==> config.mk <==
export PLATFORM = sky130hd
export DESIGN_NAME = fetch_decode_stage
export DESIGN_NICKNAME = d
export VERILOG_FILES = /design/src/rtl/fetch_decode_stage.sv
export SDC_FILE = /design/constraint.sdc
export NUM_CORES = 1
export LEC_CHECK = 0
export BUFFER_PORTS_ARGS = -buffer_cell sky130_fd_sc_hd__buf_2
export CAP_MARGIN = 0
export CORE_MARGIN = 2
export CORE_UTILIZATION = 40
export CTS_BUF_LIST = sky130_fd_sc_hd__clkbuf_16
export CTS_CLUSTER_SIZE = 20
export DETAILED_ROUTE_END_ITERATION = 6
export GPL_TIMING_DRIVEN = 0
export PLACE_DENSITY_LB_ADDON = 0.05
export SYNTH_ARGS = -nofsm -noshare
export SYNTH_HDL_FRONTEND = slang
export SYNTH_SLANG_ARGS = --single-unit
==> constraint.sdc <==
create_clock -name clk -period 2.03 [get_ports clk]
set_input_delay 0 -clock clk [delete_from_list [all_inputs] [get_ports clk]]
set_output_delay 0 -clock clk [all_outputs]
set_load 0.005 [all_outputs]
==> src/rtl/fetch_decode_stage.sv <==
`default_nettype none
// ============================================================================
// Module      : fetch_decode_stage
// Description : Fetch stage and IF/ID pipeline register of the 5-stage MIPS
//               core. Holds the PC, forms PC+4, selects the next PC
//               (jump > branch > sequential) and latches the fetched
//               instruction for Decode. Instruction memory is external and
//               read combinationally at PCF.
// Ports       : clk, rst          - clock, synchronous active-high reset
//               StallF, StallD    - hold PC / hold IF/ID (from hazard_unit)
//               PCSrcD, JumpD     - branch taken / jump, resolved in Decode
//               PCBranchD         - branch target from Decode
//               PCF, InstrF       - fetch address out, instruction in
//               InstrD, PCPlus4D  - Decode-side instruction and its PC+4
//               ValidD            - InstrD is real (0 = bubble)
//               FlushD            - PCSrcD | JumpD, for monitoring
//               StallCntF, FlushCntD - optional stall/flush cycle counters
// Options     : FETCH_STALL_COUNT_EN - when defined, builds the saturating
//               stall/flush counters; otherwise both outputs are tied to 0.
// Revision    : 1.0 - initial release
// ============================================================================
module fetch_decode_stage #(
    parameter int unsigned WIDTH    = 32,
    parameter logic [WIDTH-1:0] RESET_PC = '0
) (
    input  logic             clk,
    input  logic             rst,
    input  logic             StallF,
    input  logic             StallD,
    input  logic             PCSrcD,
    input  logic             JumpD,
    input  logic [WIDTH-1:0] PCBranchD,
    output logic [WIDTH-1:0] PCF,
    input  logic [31:0]      InstrF,
    output logic [31:0]      InstrD,
    output logic [WIDTH-1:0] PCPlus4D,
    output logic             ValidD,
    output logic             FlushD,
    output logic [31:0]      StallCntF,
    output logic [31:0]      FlushCntD
);

    localparam logic [WIDTH-1:0] c_PC_INC = WIDTH'(4);

    logic [WIDTH-1:0] r_pcF;
    logic [31:0]      r_instrD;
    logic [WIDTH-1:0] r_pcPlus4D;
    logic             r_validD;

    logic [WIDTH-1:0] w_pcPlus4F;
    logic [WIDTH-1:0] w_jumpTarget;
    logic [WIDTH-1:0] w_pcNext;
    logic             w_flushD;

    // Wraps modulo 2^WIDTH by construction of the adder width.
    assign w_pcPlus4F = r_pcF + c_PC_INC;

    // Pseudo-direct jump: upper PC bits of the Decode instruction's PC+4,
    // 26-bit index, word aligned. Assumes WIDTH >= 32.
    assign w_jumpTarget = {r_pcPlus4D[WIDTH-1:28], r_instrD[25:0], 2'b00};

    assign w_flushD = PCSrcD | JumpD;

    always_comb begin
        w_pcNext = w_pcPlus4F;
        if (JumpD) begin
            w_pcNext = w_jumpTarget;
        end else if (PCSrcD) begin
            w_pcNext = PCBranchD;
        end
    end

    always_ff @(posedge clk) begin
        if (rst) begin
            r_pcF <= RESET_PC;
        end else if (!StallF) begin
            r_pcF <= w_pcNext;
        end
    end

    // Stall beats flush: a held Decode instruction must not be turned into
    // a bubble while the hazard unit is still waiting on it.
    always_ff @(posedge clk) begin
        if (rst) begin
            r_instrD   <= '0;
            r_pcPlus4D <= '0;
            r_validD   <= 1'b0;
        end else if (!StallD) begin
            if (w_flushD) begin
                r_instrD   <= '0;
                r_pcPlus4D <= '0;
                r_validD   <= 1'b0;
            end else begin
                r_instrD   <= InstrF;
                r_pcPlus4D <= w_pcPlus4F;
                r_validD   <= 1'b1;
            end
        end
    end

`ifdef FETCH_STALL_COUNT_EN
    logic [31:0] r_stallCntF;
    logic [31:0] r_flushCntD;

    always_ff @(posedge clk) begin
        if (rst) begin
            r_stallCntF <= '0;
            r_flushCntD <= '0;
        end else begin
            if (StallF && (r_stallCntF != 32'hFFFF_FFFF)) begin
                r_stallCntF <= r_stallCntF + 32'd1;
            end
            // Only flushes that actually insert a bubble are counted.
            if (!StallD && w_flushD && (r_flushCntD != 32'hFFFF_FFFF)) begin
                r_flushCntD <= r_flushCntD + 32'd1;
            end
        end
    end

    assign StallCntF = r_stallCntF;
    assign FlushCntD = r_flushCntD;
`else
    assign StallCntF = 32'd0;
    assign FlushCntD = 32'd0;
`endif

    assign PCF      = r_pcF;
    assign InstrD   = r_instrD;
    assign PCPlus4D = r_pcPlus4D;
    assign ValidD   = r_validD;
    assign FlushD   = w_flushD;

endmodule
`default_nettype wire
==> impl_results.md <==
- Final wirelength: 19.2 mm
- Number of global-route vias before repair: 5426
- Area grow syn2layout: 36.7%
- Worst Reg2Reg Path Length in Cells: 6
- CP delay by family, top: simple AND/OR/NAND/NOR gates
- Critical-path top delay cell: nor4_1
- Initial Util: 40.9%
- Initial drt markers: 416
- Fmax: 0.498 GHz
- WS Path Type: reg -> reg
- Final Max Tran Viols: 0
- Chip Width: 120 um
- YS warnings: 0
- Status: complete, no violations
- Critical Path Start: PCF[13]$_SDFFE_PP0N_
- Placer Congestion: 0.910
- Switch Pwr: 1.19 mW
- Setup ws final: 0.0201 ns
- Power share of the combinational group: 16.1%
- Nets: 1058
- Post-layout power: 4.28 mW
- CP max stage delay: 0.59 ns
- Tot GR Track Use: 25.7%
- Congestion Overflow GR: 0
- Worst-Skew Late Latency: 0.36 ns
- HPWL Detailed: 14.1 mm
- Final min period: 2.01 ns
- Pre-CTS setup slack: -0.410 ns
- Switching Share: 27.9%
- CP Cell Sequence: clkbuf_4 > and4_4 > nand2_1 > nor4_1 > xnor2_1 > o21ai_0
- Mapped Area: 5420 um^2
- First-pass GRT wire length: 28.9 mm
- WL/cell: 16.4 um
- Hold Startpoint: InstrF[23]
- Finished Core Util: 55.9%
- Top FF cell, synth: dfxtp_1
- Post-synthesis register bit count: 97
- Reg power frac: 46.9%
- Post-synth EDFFs: 0
- Mean area per synthesized cell: 7.64 um^2
- Share of layout cells above drive strength 1: 28.9%
- Cell area power density: 577 nW/um^2
- # diodes: 0
- CTS sink count: 97
- CP bufs+invs: 1
- CORE AREA: 13200 um^2
- Required time worst endpoint: 2.25 ns
- Largest net degree at the start of global routing: 16
- Asr flop ratio synth: 0%
- Fin. Hold Viols: 0
- Initial antenna violation count: 0
- CP arrival: 2.23 ns
- Die area: 14500 um^2
- Commonest non-fill, non-tap cell in the layout: buf_2
- Worst Hold Depth: 5
- FF-to-FF setup slack: 0.02 ns
- Row count: 42
- TritonCTS Buffers: 9
- RR Endpoint: PCPlus4D[23]$_SDFFE_PP0N_
- Critical-path maximum fanout: 8
- Hold EP: InstrD[23]$_SDFFE_PP0N_
- Post-route ant nets: 0
- Die Span Y: 120 um
- # H-tree levels: 3
- Netlist cell types: 56
- Worst r2r src: PCF[13]$_SDFFE_PP0N_
- Clk buf depth: 2
- Highest-count cells in the layout ignoring fill and taps: buf_2, nor2_1, dfxtp_1
- Root Driver: clkbuf_16
- Vias/cell: 5.08
- Tcrit/Tclk final: 99.0%
- CP Depth: 6
- Crit path launch type: register
- Non-filler cells in the finished layout: 1168
- Clock share of power: 37.0%
- Min-Delay Path Class: in -> reg
- Placed Cells: 1114
- DRC violations left: 0
- CTS tree: yes
- Clock-pin slew on the worst setup and hold paths: 0.07 ns
- RSZ-0062 raised after global routing: yes
- Crit. End Element: register
- Pleak: 3.42 nW
- IO Pins: 232
- Peak VDD IR: 0.330 mV
- Max-slew headroom: 47.3%
- Skew final: 0.0106 ns
- Least-Margin Pin Slew: 0.791 ns
- Hold Slack: 0.0119 ns
- Register area share after synthesis: 35.8%
- Port Buf Inserts: 166
- # setup viols final: 0
- Max-cap violations: 0
- Syn Inst Count: 709
- Drt pass-1 iters: 5
- Cell Int Power: 3.08 mW
- Vias: 5938
## tightest hold or removal path: cells and delay by family
family                 cells  cell delay (ns)
AO/OA/AOI/OAI              1             0.04
buffers and inverters      1             0.08
AND/OR/NAND/NOR            3             0.20
## cells in the mapped netlist (all sizes together) (5+ instances only)
master | n | area (um^2)
a21oi | 72 | 360
mux2i | 6 | 60.1
or2 | 7 | 43.8
dfxtp | 97 | 1940
a221oi | 5 | 43.8
buf | 87 | 596
nand3 | 12 | 82.6
nor2 | 111 | 419
nor3 | 14 | 97.6
and4 | 8 | 70.1
clkbuf | 31 | 116
nor2b | 6 | 37.5
a22oi | 11 | 82.6
o21ai | 37 | 185
a222oi | 10 | 100
xor2 | 9 | 78.8
nand2 | 81 | 304
o32ai | 7 | 61.3
nand4 | 9 | 68.8
nor4 | 7 | 65.1
xnor2 | 19 | 166
inv | 13 | 48.8
## through the flow
stage | area [um^2] | setup TNS [ns]
final | 7410 | 0
after global placement | 6710 | -3.22
after floorplan | 5660 | 0
after CTS | 7350 | -0.0568
after global routing | 7410 | -0.0114
after detailed placement | 6710 | -3.36
## registers in the layout, summed over array words and instances (netlist names)
name	flops
PCF	32
ValidD	1
InstrD	32
PCPlus4D	32
## repair_timing
action                     CTS  global route
hold endpoints to repair    34             0
hold buffers                34             0
gates resized for setup      2            12
setup endpoints to repair   21            26
buffers inserted             3             1
pin swaps                    2             2
## power by group through the flow
stage / Combinational (mW) / Sequential, mW / Clock, mW
after CTS: 0.674 / 2.00 / 1.60
after global placement: 0.613 / 2.05 / 0
after floorplan: 0.386 / 2.04 / 0
after global routing: 0.749 / 2.01 / 1.68
final: 0.687 / 2.01 / 1.58
after detailed placement: 0.621 / 2.05 / 0
## worst max path at each step
stage	slack [ns]	endpoint
detailed placement	-0.41	PCF[22]$_SDFFE_PP0N_
global route	-0.01	PCPlus4D[20]$_SDFFE_PP0N_
finish	0.02	PCPlus4D[23]$_SDFFE_PP0N_
CTS	-0.02	PCF[31]$_SDFFE_PP0N_
floorplan	0.12	PCF[22]$_SDFFE_PP0N_
global placement	-0.39	PCF[22]$_SDFFE_PP0N_
## metal layers
layer	track usage [%]	up-vias	wire (um)
met1	32.3	2768	8010
met2	43.8	260	9190
li1	-	2878	-
met3	5.24	32	1560
met4	9.16	0	407
met5	0	-	0
## area by class of cell
type,instances,area [um^2]
fillers,1325,5830
multi-input cells,544,3000
flip-flops and latches,97,1950
repair buffers,204,1210
plain buffers,118,719
clock buffers,9,225
well taps,176,220
inverters,13,48.8
clock inverters,7,37.5
## logic make-up (layout without fill, tap and decap cells)
kind of cell / count (synthesis) / after routing / share of synthesized area [%]
AOI/OAI and AO/OA: 167 / 167 / 19.3
xor gates and xnor gates: 28 / 28 / 4.52
adders and majority gates: 1 / 1 / 0.231
buffers and inverters: 131 / 351 / 14.0
DFF: 97 / 97 / 35.8
muxes: 6 / 6 / 1.11
other: 1 / 64 / 0.0692
and+or+nand+nor: 278 / 278 / 24.9
(Power assumes the default switching activity.)
